`src/rtl/mult_sequencer.sv`:
```
// Sequences one MULT through an external multiplier and holds the result in HI/LO.
// Latency: start edge -> LAUNCH (1) -> WAIT (until MultDone) -> MultReady next cycle; StartMult ignored while busy.
module mult_sequencer #(
  parameter int unsigned TIMEOUT = 40
) (
  input  logic        clock,
  input  logic        reset,
  input  logic        StartMult,
  input  logic [31:0] OpA,
  input  logic [31:0] OpB,
  input  logic        MultDone,
  input  logic [31:0] MultHIOut,
  input  logic [31:0] MultLOOut,
  output logic [31:0] RegAOut,
  output logic [31:0] RegBOut,
  output logic        MultCtrl,
  output logic [31:0] HIOut,
  output logic [31:0] LOOut,
  output logic        MultBusy,
  output logic        MultReady,
  output logic        MultError
);

  typedef enum logic [1:0] {S_IDLE, S_LAUNCH, S_WAIT, S_ERROR} state_t;

  localparam logic [6:0] TMO = 7'(TIMEOUT);

  state_t      state_q, state_d;
  logic [6:0]  cnt_q, cnt_d, cnt_inc;
  logic [31:0] rega_q, rega_d, regb_q, regb_d;
  logic [31:0] hi_q, hi_d, lo_q, lo_d;
  logic        ctrl_q, ctrl_d, ready_q, ready_d, err_q, err_d;

  always_ff @(posedge clock or negedge reset) begin
    if (!reset) begin
      state_q <= S_IDLE;
      cnt_q   <= '0;
      rega_q  <= '0;
      regb_q  <= '0;
      hi_q    <= '0;
      lo_q    <= '0;
      ctrl_q  <= 1'b0;
      ready_q <= 1'b0;
      err_q   <= 1'b0;
    end else begin
      state_q <= state_d;
      cnt_q   <= cnt_d;
      rega_q  <= rega_d;
      regb_q  <= regb_d;
      hi_q    <= hi_d;
      lo_q    <= lo_d;
      ctrl_q  <= ctrl_d;
      ready_q <= ready_d;
      err_q   <= err_d;
    end
  end

  always_comb begin
    state_d = state_q;
    cnt_d   = cnt_q;
    cnt_inc = cnt_q + 7'd1;
    rega_d  = rega_q;
    regb_d  = regb_q;
    hi_d    = hi_q;
    lo_d    = lo_q;
    ctrl_d  = ctrl_q;
    ready_d = 1'b0;
    err_d   = err_q;
    case (state_q)
      S_IDLE, S_ERROR: begin
        if (StartMult) begin
          rega_d  = OpA;
          regb_d  = OpB;
          err_d   = 1'b0;
          ctrl_d  = 1'b1;
          cnt_d   = '0;
          state_d = S_LAUNCH;
        end
      end
      // MultDone here may still be left over from the previous operation.
      S_LAUNCH: begin
        ctrl_d  = 1'b1;
        cnt_d   = '0;
        state_d = S_WAIT;
      end
      S_WAIT: begin
        if (MultDone) begin
          hi_d    = MultHIOut;
          lo_d    = MultLOOut;
          ctrl_d  = 1'b0;
          ready_d = 1'b1;
          cnt_d   = '0;
          state_d = S_IDLE;
        end else if (cnt_inc == TMO) begin
          err_d   = 1'b1;
          ctrl_d  = 1'b0;
          cnt_d   = '0;
          state_d = S_ERROR;
        end else begin
          cnt_d = cnt_inc;
        end
      end
      default: begin
        ctrl_d  = 1'b0;
        state_d = S_IDLE;
      end
    endcase
  end

  assign RegAOut   = rega_q;
  assign RegBOut   = regb_q;
  assign MultCtrl  = ctrl_q;
  assign HIOut     = hi_q;
  assign LOOut     = lo_q;
  assign MultBusy  = (state_q == S_LAUNCH) || (state_q == S_WAIT);
  assign MultReady = ready_q;
  assign MultError = err_q;

endmodule

```
`config.mk`:
```
export PLATFORM = sky130hd
export DESIGN_NAME = mult_sequencer
export DESIGN_NICKNAME = d
export VERILOG_FILES = /design/src/rtl/mult_sequencer.sv
export SDC_FILE = /design/constraint.sdc
export NUM_CORES = 1
export LEC_CHECK = 0
export BUFFER_PORTS_ARGS = -buffer_cell sky130_fd_sc_hd__buf_2
export CORE_ASPECT_RATIO = 1.2
export CORE_MARGIN = 4
export CORE_UTILIZATION = 40
export DETAILED_ROUTE_END_ITERATION = 10
export PLACE_DENSITY = 0.78
export SLEW_MARGIN = 20
export SYNTH_ARGS = -nofsm -noshare
export SYNTH_HDL_FRONTEND = slang
export SYNTH_SLANG_ARGS = --single-unit
```
`constraint.sdc`:
```
create_clock -name clock -period 2.5 [get_ports clock]
set_clock_uncertainty 0.15 [all_clocks]
set_input_delay 0.375 -clock clock [delete_from_list [all_inputs] [get_ports clock]]
set_output_delay 0.375 -clock clock [all_outputs]
set_load 0.005 [all_outputs]
```
* Word level (Yosys, flattened, before mapping)
Cells that the tools add are included.
** Storage, ports and cells
- Bits in registers :: 140
- Bits of input ports :: 132
- Output and inout port bits :: 132
- Word-level logic and storage cells :: 44
** Operators by class
- $add $sub $neg :: 1
- Equal/unequal tests :: 8
- Multiplexer cells :: 18
- Reductions and logical operators :: 8
** Operator list (number)
- 7-bit 2-to-1 mux :: 3
- 7-bit one-hot mux with 3 select lines :: 1
- 1-bit 2-to-1 mux :: 8
- 7-bit by 1-bit adder with 7-bit output, second input constant :: 1
- 7-bit by 6-bit == test with 1-bit output, second input constant :: 1
- 2-bit 2-to-1 mux :: 3
- 2-bit != test, second input constant :: 3
- 2-bit one-hot mux with 3 select lines :: 1
- 2-bit AND reduction :: 3
- 2-bit == test, second input constant :: 2
- 4-bit AND reduction :: 1
- 3-bit != test, second input constant :: 1
- 1-bit one-hot mux with 3 select lines :: 1
- 2-bit by 1-bit == test with 1-bit output, second input constant :: 1
- 2-bit zero test :: 1
- 1-bit one-hot mux with 2 select lines :: 1
- 2-bit nonzero test :: 1
- 2-bit OR reduction :: 1
- 1-bit logical OR :: 1

* Longest topological paths before layout
Gate-level depths: netlist of run 1.
- Word-level depth :: 5
- Gate-level depth with buffers :: 7
- Mapped depth without buffers :: 7

* Least setup slack after synthesis of run 1
Ideal clock, no wire load.
- Kind :: flip-flop to flip-flop
- Start point :: register state_q[0]
- End point :: register rega_q[0], in the netlist RegAOut[0]
- Library setup time :: 125 ps
- Arrival :: 1661 ps
- Data required time :: 2225 ps
- Slack :: 564 ps
- Cell stages (with the launch flop) :: 7
- Buffers on the path :: 2
- Period minus slack after synthesis :: 1936 ps
- Cells stage by stage :: dfrtp_1 inv_1 ha_1 nand2_1 clkbuf_1 buf_2 mux2_2
** On the way
- Longest elaborated chain between the ends :: 3
- Elaborated cells on any way between the ends :: 4
- Those cells by class :: eq/ne: 1; reduce/logical: 3
** Ends and longest elaborated chain
- start: declaration :: line 28 : state_t state_q, state_d;
- start signal: assignment :: line 46 : state_q <= state_d;
- 2-bit == test or 2-bit zero test (tied branches) :: line 69 : case (state_q)
- 2-bit OR reduction (*) :: line 69
- 2-bit AND reduction (no line) (*)
- end signal: assignment :: line 48 : rega_q <= rega_d;
- end: declaration :: line 30 : logic [31:0] rega_q, rega_d, regb_q, regb_d;
Mark *: on every way between the ends. The rest lies on a longest branch, timed or not.
A chain may end at the register's enable or synchronous reset.

* Worst setup path after layout of run 1
- Start point :: register state_q[0]
- End point :: register state_q[1]
** On the way
- Longest elaborated chain between the ends :: 4
- Elaborated cells on any way between the ends :: 9
- Those cells by class :: eq/ne: 5; mux: 1; reduce/logical: 3
** Ends and longest elaborated chain (line)
- 2-bit == test or 2-bit zero test (tied branches) :: 69
- 2-bit OR reduction :: 69
- 2-bit != test (no line)
- 2-bit AND reduction (no line)
Parallel ways exist; a longest one is shown, timed or not.

==> impl_metrics.ini, run 1 <==
[clock_tree]
root_buffer = clkbuf_16
clock_sinks = 140
htree_levels = 4
hold_buffers = 1
cts_tree = yes
clock_latency_ns = 0.40
clk_pin_slew_ns = 0.06
clock_path_buffers = 2
post-cts-setup-buffer-count = 0
cts_buffers = 17
post_cts_resized = 0

[routing]
dr.pass1.iters = 4
routedWlPerCell_um = 16.9
postRouteAntennaNets = 0
drc = 0
vias = 3885
drt-initial-drc-count = 88
vias_per_cell = 4.86
wirelength_um = 13500

[timing]
maxSlewViolCount = 0
rsz0062_at_grt = false
fin_crit_ns = 2.05
finalSetupTns_ns = 0
min_period_over_period = 0.820
hold_viol_final = 0
max_slew_margin = 0.634
tightest_slew_ns = 0.548
setup_violations = 0
fmax_mhz = 488

[grt]
grt_first_pass_wirelength_um = 21400
grt_max_degree = 54
grt_pass1_vias = 4455
globalRouteOverflowTotal = 0
grt_usage = 0.176
antenna_found_initial = 0

[synth]
ys_warn_count = 0
netlist_instances = 347
synth.area.top_cells = dfrtp_1, mux2_2, nand2_1
postSynthAreaPerCell_um2 = 15.6
synth_edf_count = 0
synth_area_leader_cell = dfrtp_1
ys_ff_latch = 140
yosys_most_used_dff = dfrtp_1
syn-cell-area_mm2 = 0.00542
async_flop_share = 1.00
ys_types = 33
synth_top_area_share = 0.646
synth_fp_nets = 482
ys_seq_area_frac = 0.646

[floorplanning]
die_area_mm2 = 0.0155
fp.coreArea_mm2 = 0.0132
die_height_um = 136
io_pins = 264
die_x_um = 114
initial_utilization = 0.410
rows = 46

[finish]
area_growth_pct = 39.8
drive_above_1_share = 0.684
nets = 754
n_antenna_cell = 0
layout_common_cells = buf_2, dfrtp_1, mux2_2
mostFrequentLayoutCell = buf_2

[critical_path]
required_ns = 2.63
reg2reg_slack_ns = 0.45
cpMostUsedCell = inv_1
cp_data_arrival_time_ns = 2.18
slowest_stage = nor2_1
end_kind = flop
setup.worst_path.start = state_q[0]$_DFFE_PN0P_
cp-start-kind = flop
cpPeakStageDelay_ns = 0.44
r2r-start = state_q[0]$_DFFE_PN0P_
crit_path_max_fanout = 7
critPathKind = reg2reg
rr_worst_depth = 6
reg2reg_to = state_q[1]$_DFFE_PN0P_
cp_cell_sequence = inv_1 > ha_1 > inv_1 > nor2_1 > nor4_4 > o32ai_1

[min_path]
hp-class = in2reg
worstHoldPathCells = 2
hold_path_end = HIOut[27]$_DFFE_PN0P_
min_from = MultHIOut[27]

[pwr]
total_power_mw = 9.74
leakage_nw = 3.77
pwr_density_cell_mw_per_mm2 = 1280
ir_drop_uv = 783

[placed_design]
gp_routability_congestion = 0.808
dp_hpwl_um = 10200
portBuffers = 263

[job]
cap_viol_max_count = 0

[outcome]
status = complete, no violations
## sequential cells by signal (all words and copies together) (netlist names)
name and flops:
RegBOut 32, RegAOut 32, state_q 2, cnt_q 7
MultReady 1, LOOut 32, MultError 1, MultCtrl 1
HIOut 32
## power breakdown
group / total (mW) / switching [mW] / internal (mW) / leakage [nW]
combinational: 3.28 / 1.36 / 1.93 / 1.81
clock: 2.54 / 0.956 / 1.58 / 0.278
sequential: 3.91 / 0.550 / 3.36 / 1.68
total: 9.74 / 2.86 / 6.87 / 3.77
## routing by layer
| layer | global-route usage | up-vias | part of all wire |
|---|---|---|---|
| li1 | - | 1775 | - |
| met1 | 0.182 | 1884 | 0.34 |
| met2 | 0.320 | 187 | 0.55 |
| met3 | 0.0554 | 39 | 0.078 |
| met4 | 0.0838 | 0 | 0.030 |
| met5 | 0 | - | 0 |
## layout make-up
| type | instances | area, µm² |
|---|---|---|
| Clock buffer | 20 | 437 |
| Fill cell | 1106 | 5660 |
| Tap cell | 168 | 210 |
| Clock inverter | 12 | 164 |
| Timing Repair Buffer | 269 | 1420 |
| Inverter | 6 | 22.5 |
| Sequential cell | 140 | 3500 |
| Multi-Input combinational cell | 185 | 1820 |
## cell families (layout without fill, tap and decap cells)
group	count (synthesis)	after routing	synth area share
AO/OA/AOI/OAI	21	21	0.0270
XOR/XNOR	1	1	0.00300
adder cells (fa/ha/maj)	3	3	0.00692
buffers and inverters	22	307	0.0182
flip-flops	140	140	0.646
multiplexers	129	129	0.268
AND/OR/NAND/NOR	31	31	0.0309
## metrics by stage
step | utilization | hold slack, ns | instance area (µm²) | worst slack (ns) | instances
2_1_floorplan | - | -0.0706 | 5420 | 0.564 | 347
3_3_place_gp | 0.527 | 0.194 | 6970 | 0.538 | 767
3_5_place_dp | 0.527 | 0.196 | 6970 | 0.469 | 767
4_1_cts | 0.573 | 0.0279 | 7580 | 0.446 | 800
5_1_grt | 0.573 | 0.0256 | 7580 | 0.317 | 800
6_report | 0.573 | 0.0463 | 7580 | 0.450 | 800
## critical path: cells and delay by family (launching register included)
family,cells,cell delay [ns]
AND/OR/NAND/NOR,2,0.57
buffers and inverters,2,0.12
AO/OA/AOI/OAI,1,0.35
flip-flops,1,0.37
adder cells (fa/ha/maj),1,0.36
## synth_stat cells, types with 2 or more instances
library cell and n:
mux2_2 128, dfrtp_1 140, nand3_1 2, nor2_1 3, buf_2 10, clkbuf_1 5, ha_1 3, nand2_1 15
o21ai_0 8, a21oi_1 2, nand2b_1 3, nor3_1 2, inv_1 6
## worst max-delay path by stage
stage                             endpoint  slack [ns]  cells after the start
finish              state_q[1]$_DFFE_PN0P_        0.45                      6
global route        state_q[0]$_DFFE_PN0P_        0.32                      6
CTS                 state_q[0]$_DFFE_PN0P_        0.45                      6
detailed placement   HIOut[29]$_DFFE_PN0P_        0.47                      5
global placement     LOOut[10]$_DFFE_PN0P_        0.54                      5
floorplan           RegAOut[0]$_DFFE_PN0P_        0.56                      6
Power figures use the tool's default switching activity.
==> run 2, diff against run 1 <==
clock period = 1.9 ns   (was 2.5 ns; I/O delays follow)
==> run 2 against run 1 <==
Via count up 16%. Clock-buffer cell count up 1. Worst hold slack better by 0.055 ns. Flip-flop and latch count unchanged. Global-route usage up 3.8 points. Final area up 18%. Final cell count up 18%. Non-clock buffer count up 140. Worst setup slack worse by 0.38 ns. Die area unchanged.
==> impl_metrics.ini, run 2 (synthesis gave the netlist of run 1 again) <==
[outcome]
status = complete, no violations

[finish]
nets = 894
regArea_mm2 = 0.00350
area_growth_pct = 65.4
multiInputGateArea_mm2 = 0.00185
fill_cells = 875
fin_util = 0.678
drive_above_1_share = 0.583
layout_common_cells = buf_2, dfrtp_1, dlygate4sd3_1
n_antenna_cell = 0
mostFrequentLayoutCell = buf_2

[timing]
rsz0062_at_grt = false
fmax_mhz = 547
tightest_slew_ns = 0.414
setup_ws_ns = 0.0722
max_slew_margin = 0.724
hold_viol_final = 0
min_period_over_period = 0.962
setup_violations = 0
maxSlewViolCount = 0
fin_crit_ns = 1.83
finalSetupTns_ns = 0

[critical_path]
required_ns = 1.46
critPathKind = reg2out
cpLargestDelayFamily = flip-flops
end_kind = primary output
cp-start-kind = flop
reg2reg_slack_ns = 0.10
slowest_stage = dfrtp_1
path_buf_inv = 3
cpPeakStageDelay_ns = 0.40
cp_cell_sequence = inv_1 > ha_4 > inv_1 > buf_2
cp_data_arrival_time_ns = 1.39
crit_path_max_fanout = 5
cpMostUsedCell = inv_1

[clock_tree]
htree_levels = 4
cts_buffers = 17
root_buffer = clkbuf_16
clock_path_buffers = 2
clock_latency_ns = 0.41
clk_pin_slew_ns = 0.06
clock_sinks = 140
post-cts-setup-buffer-count = 0
cts_tree = yes

[grt]
grt_pass1_vias = 5209
antenna_found_initial = 0
grt_first_pass_wirelength_um = 25700
grt_max_degree = 51
grt_usage = 0.214
globalRouteOverflowTotal = 0

[routing]
drc = 0
wirelength_um = 16400
postRouteAntennaNets = 0
vias_per_cell = 4.79
routedWlPerCell_um = 17.4
drt-initial-drc-count = 129
dr.pass1.iters = 4
vias = 4499

[min_path]
hp-class = in2reg

[floorplanning]
fp.coreArea_mm2 = 0.0132
io_pins = 264
rows = 46
die_x_um = 114
die_area_mm2 = 0.0155
die_height_um = 136
initial_utilization = 0.410

[placed_design]
gp_routability_congestion = 0.811
dp_hpwl_um = 10300
portBuffers = 263
detailedPlace.worstSlack_ns = 0.0107

[pwr]
pwr-share-clk = 0.245
pwr_density_cell_mw_per_mm2 = 1470
p_int_mw = 9.23
power.share.switching = 0.300
switchingPower_mw = 3.95
p_comb_frac = 0.361
seqPwrFrac = 0.394
leakage_nw = 4.35
ir_drop_uv = 927

[job]
cap_viol_max_count = 0
## run 2: final timing paths
kind | startpoint | end | cells after the start
hold / removal | MultDone | MultCtrl$_DFFE_PN0P_ | 3
setup / recovery | state_q[0]$_DFFE_PN0P_ | MultBusy | 4
hold reg to reg | RegAOut[4]$_DFFE_PN0P_ | RegAOut[4]$_DFFE_PN0P_ | 1
setup reg to reg | state_q[0]$_DFFE_PN0P_ | cnt_q[6]$_DFFE_PN0P_ | 5
max in group asynchronous | reset | HIOut[20]$_DFFE_PN0P_ | 3
min in group asynchronous | reset | state_q[1]$_DFFE_PN0P_ | 2
## run 2: area by class of cell
cell class | instances | area share
flip-flops and latches | 140 | 0.391
repair buffers | 409 | 0.313
multi-input cells | 185 | 0.206
clock buffers | 21 | 0.0513
well taps | 168 | 0.0234
clock inverters | 11 | 0.0133
inverters | 6 | 0.00251
## run 2: power by group through the flow
stage / registers, mW / logic (mW) / clock network, mW
2_1_floorplan: 5.25 / 2.10 / 0
3_3_place_gp: 5.07 / 4.31 / 0
3_5_place_dp: 5.16 / 4.48 / 0
4_1_cts: 5.14 / 4.73 / 3.29
5_1_grt: 5.34 / 5.16 / 3.43
6_report: 5.18 / 4.76 / 3.23
## run 2: metal layers
layer | GRT usage | wire length [µm] | up-vias
met3 | 0.0702 | 1200 | 47
met2 | 0.396 | 9110 | 206
met1 | 0.213 | 5520 | 2189
met4 | 0.100 | 553 | 0
li1 | - | - | 2057
met5 | 0 | 0 | -
## run 2: worst reg2reg max path, stage by stage (launching register included)
cell and delay (ns):
dfrtp_1 0.40, inv_1 0.11, ha_4 0.23, nand2b_1 0.25, nand2_1 0.12, o41ai_1 0.39
## run 2: timing repair
item | CTS | global route
hold buffers | 129 | 0
endpoints found under the hold margin | 228 | 0
cloned | 0 | 0
gates resized for setup | 1 | 4
setup endpoints to repair | 3 | 6
## run 2: per-stage QoR
stage               cells  hold slack (ns)  total power [mW]  cell area [µm²]
finish                940            0.101              13.2             8970
global route          940            0.137              13.9             8970
CTS                   940           0.0781              13.2             8960
detailed placement    779           0.0880              9.64             7070
global placement      779           0.0883              9.38             7070
floorplan             347           -0.161              7.35             5420
==> run 3, diff against run 2 <==
CORE_ASPECT_RATIO = 1.1   (was 1.2)
==> run 3 against run 2 <==
Critical path depth stayed put. Worst setup slack better by 0.015 ns. Final area increased by 0.17%. Non-clock buffer count fell by 7. Flip-flop and latch count is the same. Fmax rose by 0.81%. Clock-buffer cell count unchanged. Critical endpoint unchanged. Largest cell class unchanged.
==> impl_metrics.ini, run 3 (synthesis gave the netlist of run 1 again) <==
[outcome]
status = complete, no violations

[routing]
wirelength_um = 16000
vias_per_cell = 4.70
routedWlPerCell_um = 16.9
dr.pass1.iters = 4
drc = 0
drt-initial-drc-count = 147
vias = 4456
postRouteAntennaNets = 0

[timing]
finalSetupTns_ns = 0
maxSlewViolCount = 0
max_slew_margin = 0.721
min_period_over_period = 0.954
tightest_slew_ns = 0.419
fmax_mhz = 552
rsz0062_at_grt = false
fin_crit_ns = 1.81
setup_violations = 0
hold_viol_final = 0

[critical_path]
crit_path_max_fanout = 5
slowest_stage = dfrtp_1
critPathKind = reg2out
path_buf_inv = 3
cpPeakStageDelay_ns = 0.41
cp-start-kind = flop
end_kind = primary output
cp_data_arrival_time_ns = 1.38
cp_cell_sequence = inv_1 > ha_4 > inv_1 > buf_2
required_ns = 1.46
cpMostUsedCell = inv_1
cpLargestDelayFamily = flip-flops

[finish]
layout_common_cells = buf_2, dfrtp_1, dlygate4sd3_1
mostFrequentLayoutCell = buf_2
area_growth_pct = 65.7
fin_util = 0.677
n_antenna_cell = 0
final_cells = 949
drive_above_1_share = 0.582
nets = 887
fin_area_mm2 = 0.00898

[grt]
grt_max_degree = 48
antenna_found_initial = 0
globalRouteOverflowTotal = 0
grt_pass1_vias = 5106
grt_first_pass_wirelength_um = 25500
grt_usage = 0.213

[floorplanning]
die_area_mm2 = 0.0155
io_pins = 264
fp.coreArea_mm2 = 0.0133
initial_utilization = 0.409
rows = 44
die_x_um = 119
die_height_um = 130

[pwr]
total_power_mw = 13.4
ir_drop_uv = 789
pwr_density_cell_mw_per_mm2 = 1490
leakage_nw = 4.35

[clock_tree]
clock_sinks = 140
cts_buffers = 17
clock_path_buffers = 2
cts_tree = yes
root_buffer = clkbuf_16
htree_levels = 4
clk_pin_slew_ns = 0.06
clock_latency_ns = 0.41

[placed_design]
portBuffers = 263
dpl-instance-area_mm2 = 0.00703
gp_routability_congestion = 0.864
place_inst = 788
dp_hpwl_um = 10100

[job]
cap_viol_max_count = 0

[min_path]
hp-class = in2reg
-- run 3: cell types whose count changed in the layout (fill, tap and decap cells not counted), sizes merged --
cell	before	now
buf	280	273
inv	6	7
clkinv	5	4
clkinvlp	4	2
bufinv	2	4
-- run 3: cell type report --
type / count / area [µm²]
inverters: 6 / 22.5
clock buffers: 21 / 470
fillers: 898 / 4280
well taps: 184 / 230
flip-flops and latches: 140 / 3500
clock inverters: 11 / 164
repair buffers: 402 / 2740
multi-input cells: 185 / 1850
-- run 3: per-stage QoR --
stage / setup WS, ns / hold slack [ns]
after floorplan: 0.0576 / -0.161
after global placement: 0.132 / 0.0819
after detailed placement: 0.0203 / 0.0884
after CTS: 0.00738 / 0.0857
after global routing: 0.00675 / 0.110
final: 0.0869 / 0.116
-- run 3: metal layers --
metal	share of wire	routed length, µm	global-route usage
met1	0.34	5490	0.212
met4	0.036	577	0.110
met2	0.55	8820	0.390
met3	0.072	1160	0.0772
met5	0	0	0
-- run 3: tightest hold or removal path, cell delays in order --
cell and delay [ns]:
buf_2 0.12, nand2b_1 0.12, o221ai_1 0.10
-- run 3: what timing repair did --
item | 4_1_cts | 5_1_grt
endpoints found under the setup margin | 0 | 23
setup buffers | 0 | 0
hold buffers | 129 | 0
gates resized for setup | 0 | 6
endpoints found under the hold margin | 169 | 0
-- run 3: final timing paths --
| check | start | to | slack [ns] | cells past startpoint |
|---|---|---|---|---|
| hold / removal | MultDone | MultCtrl$_DFFE_PN0P_ | 0.12 | 3 |
| hold reg to reg | RegAOut[26]$_DFFE_PN0P_ | RegAOut[26]$_DFFE_PN0P_ | 0.35 | 1 |
| setup reg to reg | state_q[0]$_DFFE_PN0P_ | RegBOut[2]$_DFFE_PN0P_ | 0.14 | 5 |
| min in group asynchronous | reset | RegAOut[8]$_DFFE_PN0P_ | 0.22 | 2 |
| max in group asynchronous | reset | LOOut[2]$_DFFE_PN0P_ | 0.80 | 3 |
| setup / recovery | state_q[0]$_DFFE_PN0P_ | MultBusy | 0.09 | 4 |
-- run 3: power by group --
part           internal, mW  leakage, nW  switching (mW)
Combinational          2.77         2.36            1.91
Clock                  2.29        0.309            1.23
Sequential             4.43         1.68           0.751
Total                  9.49         4.35            3.89
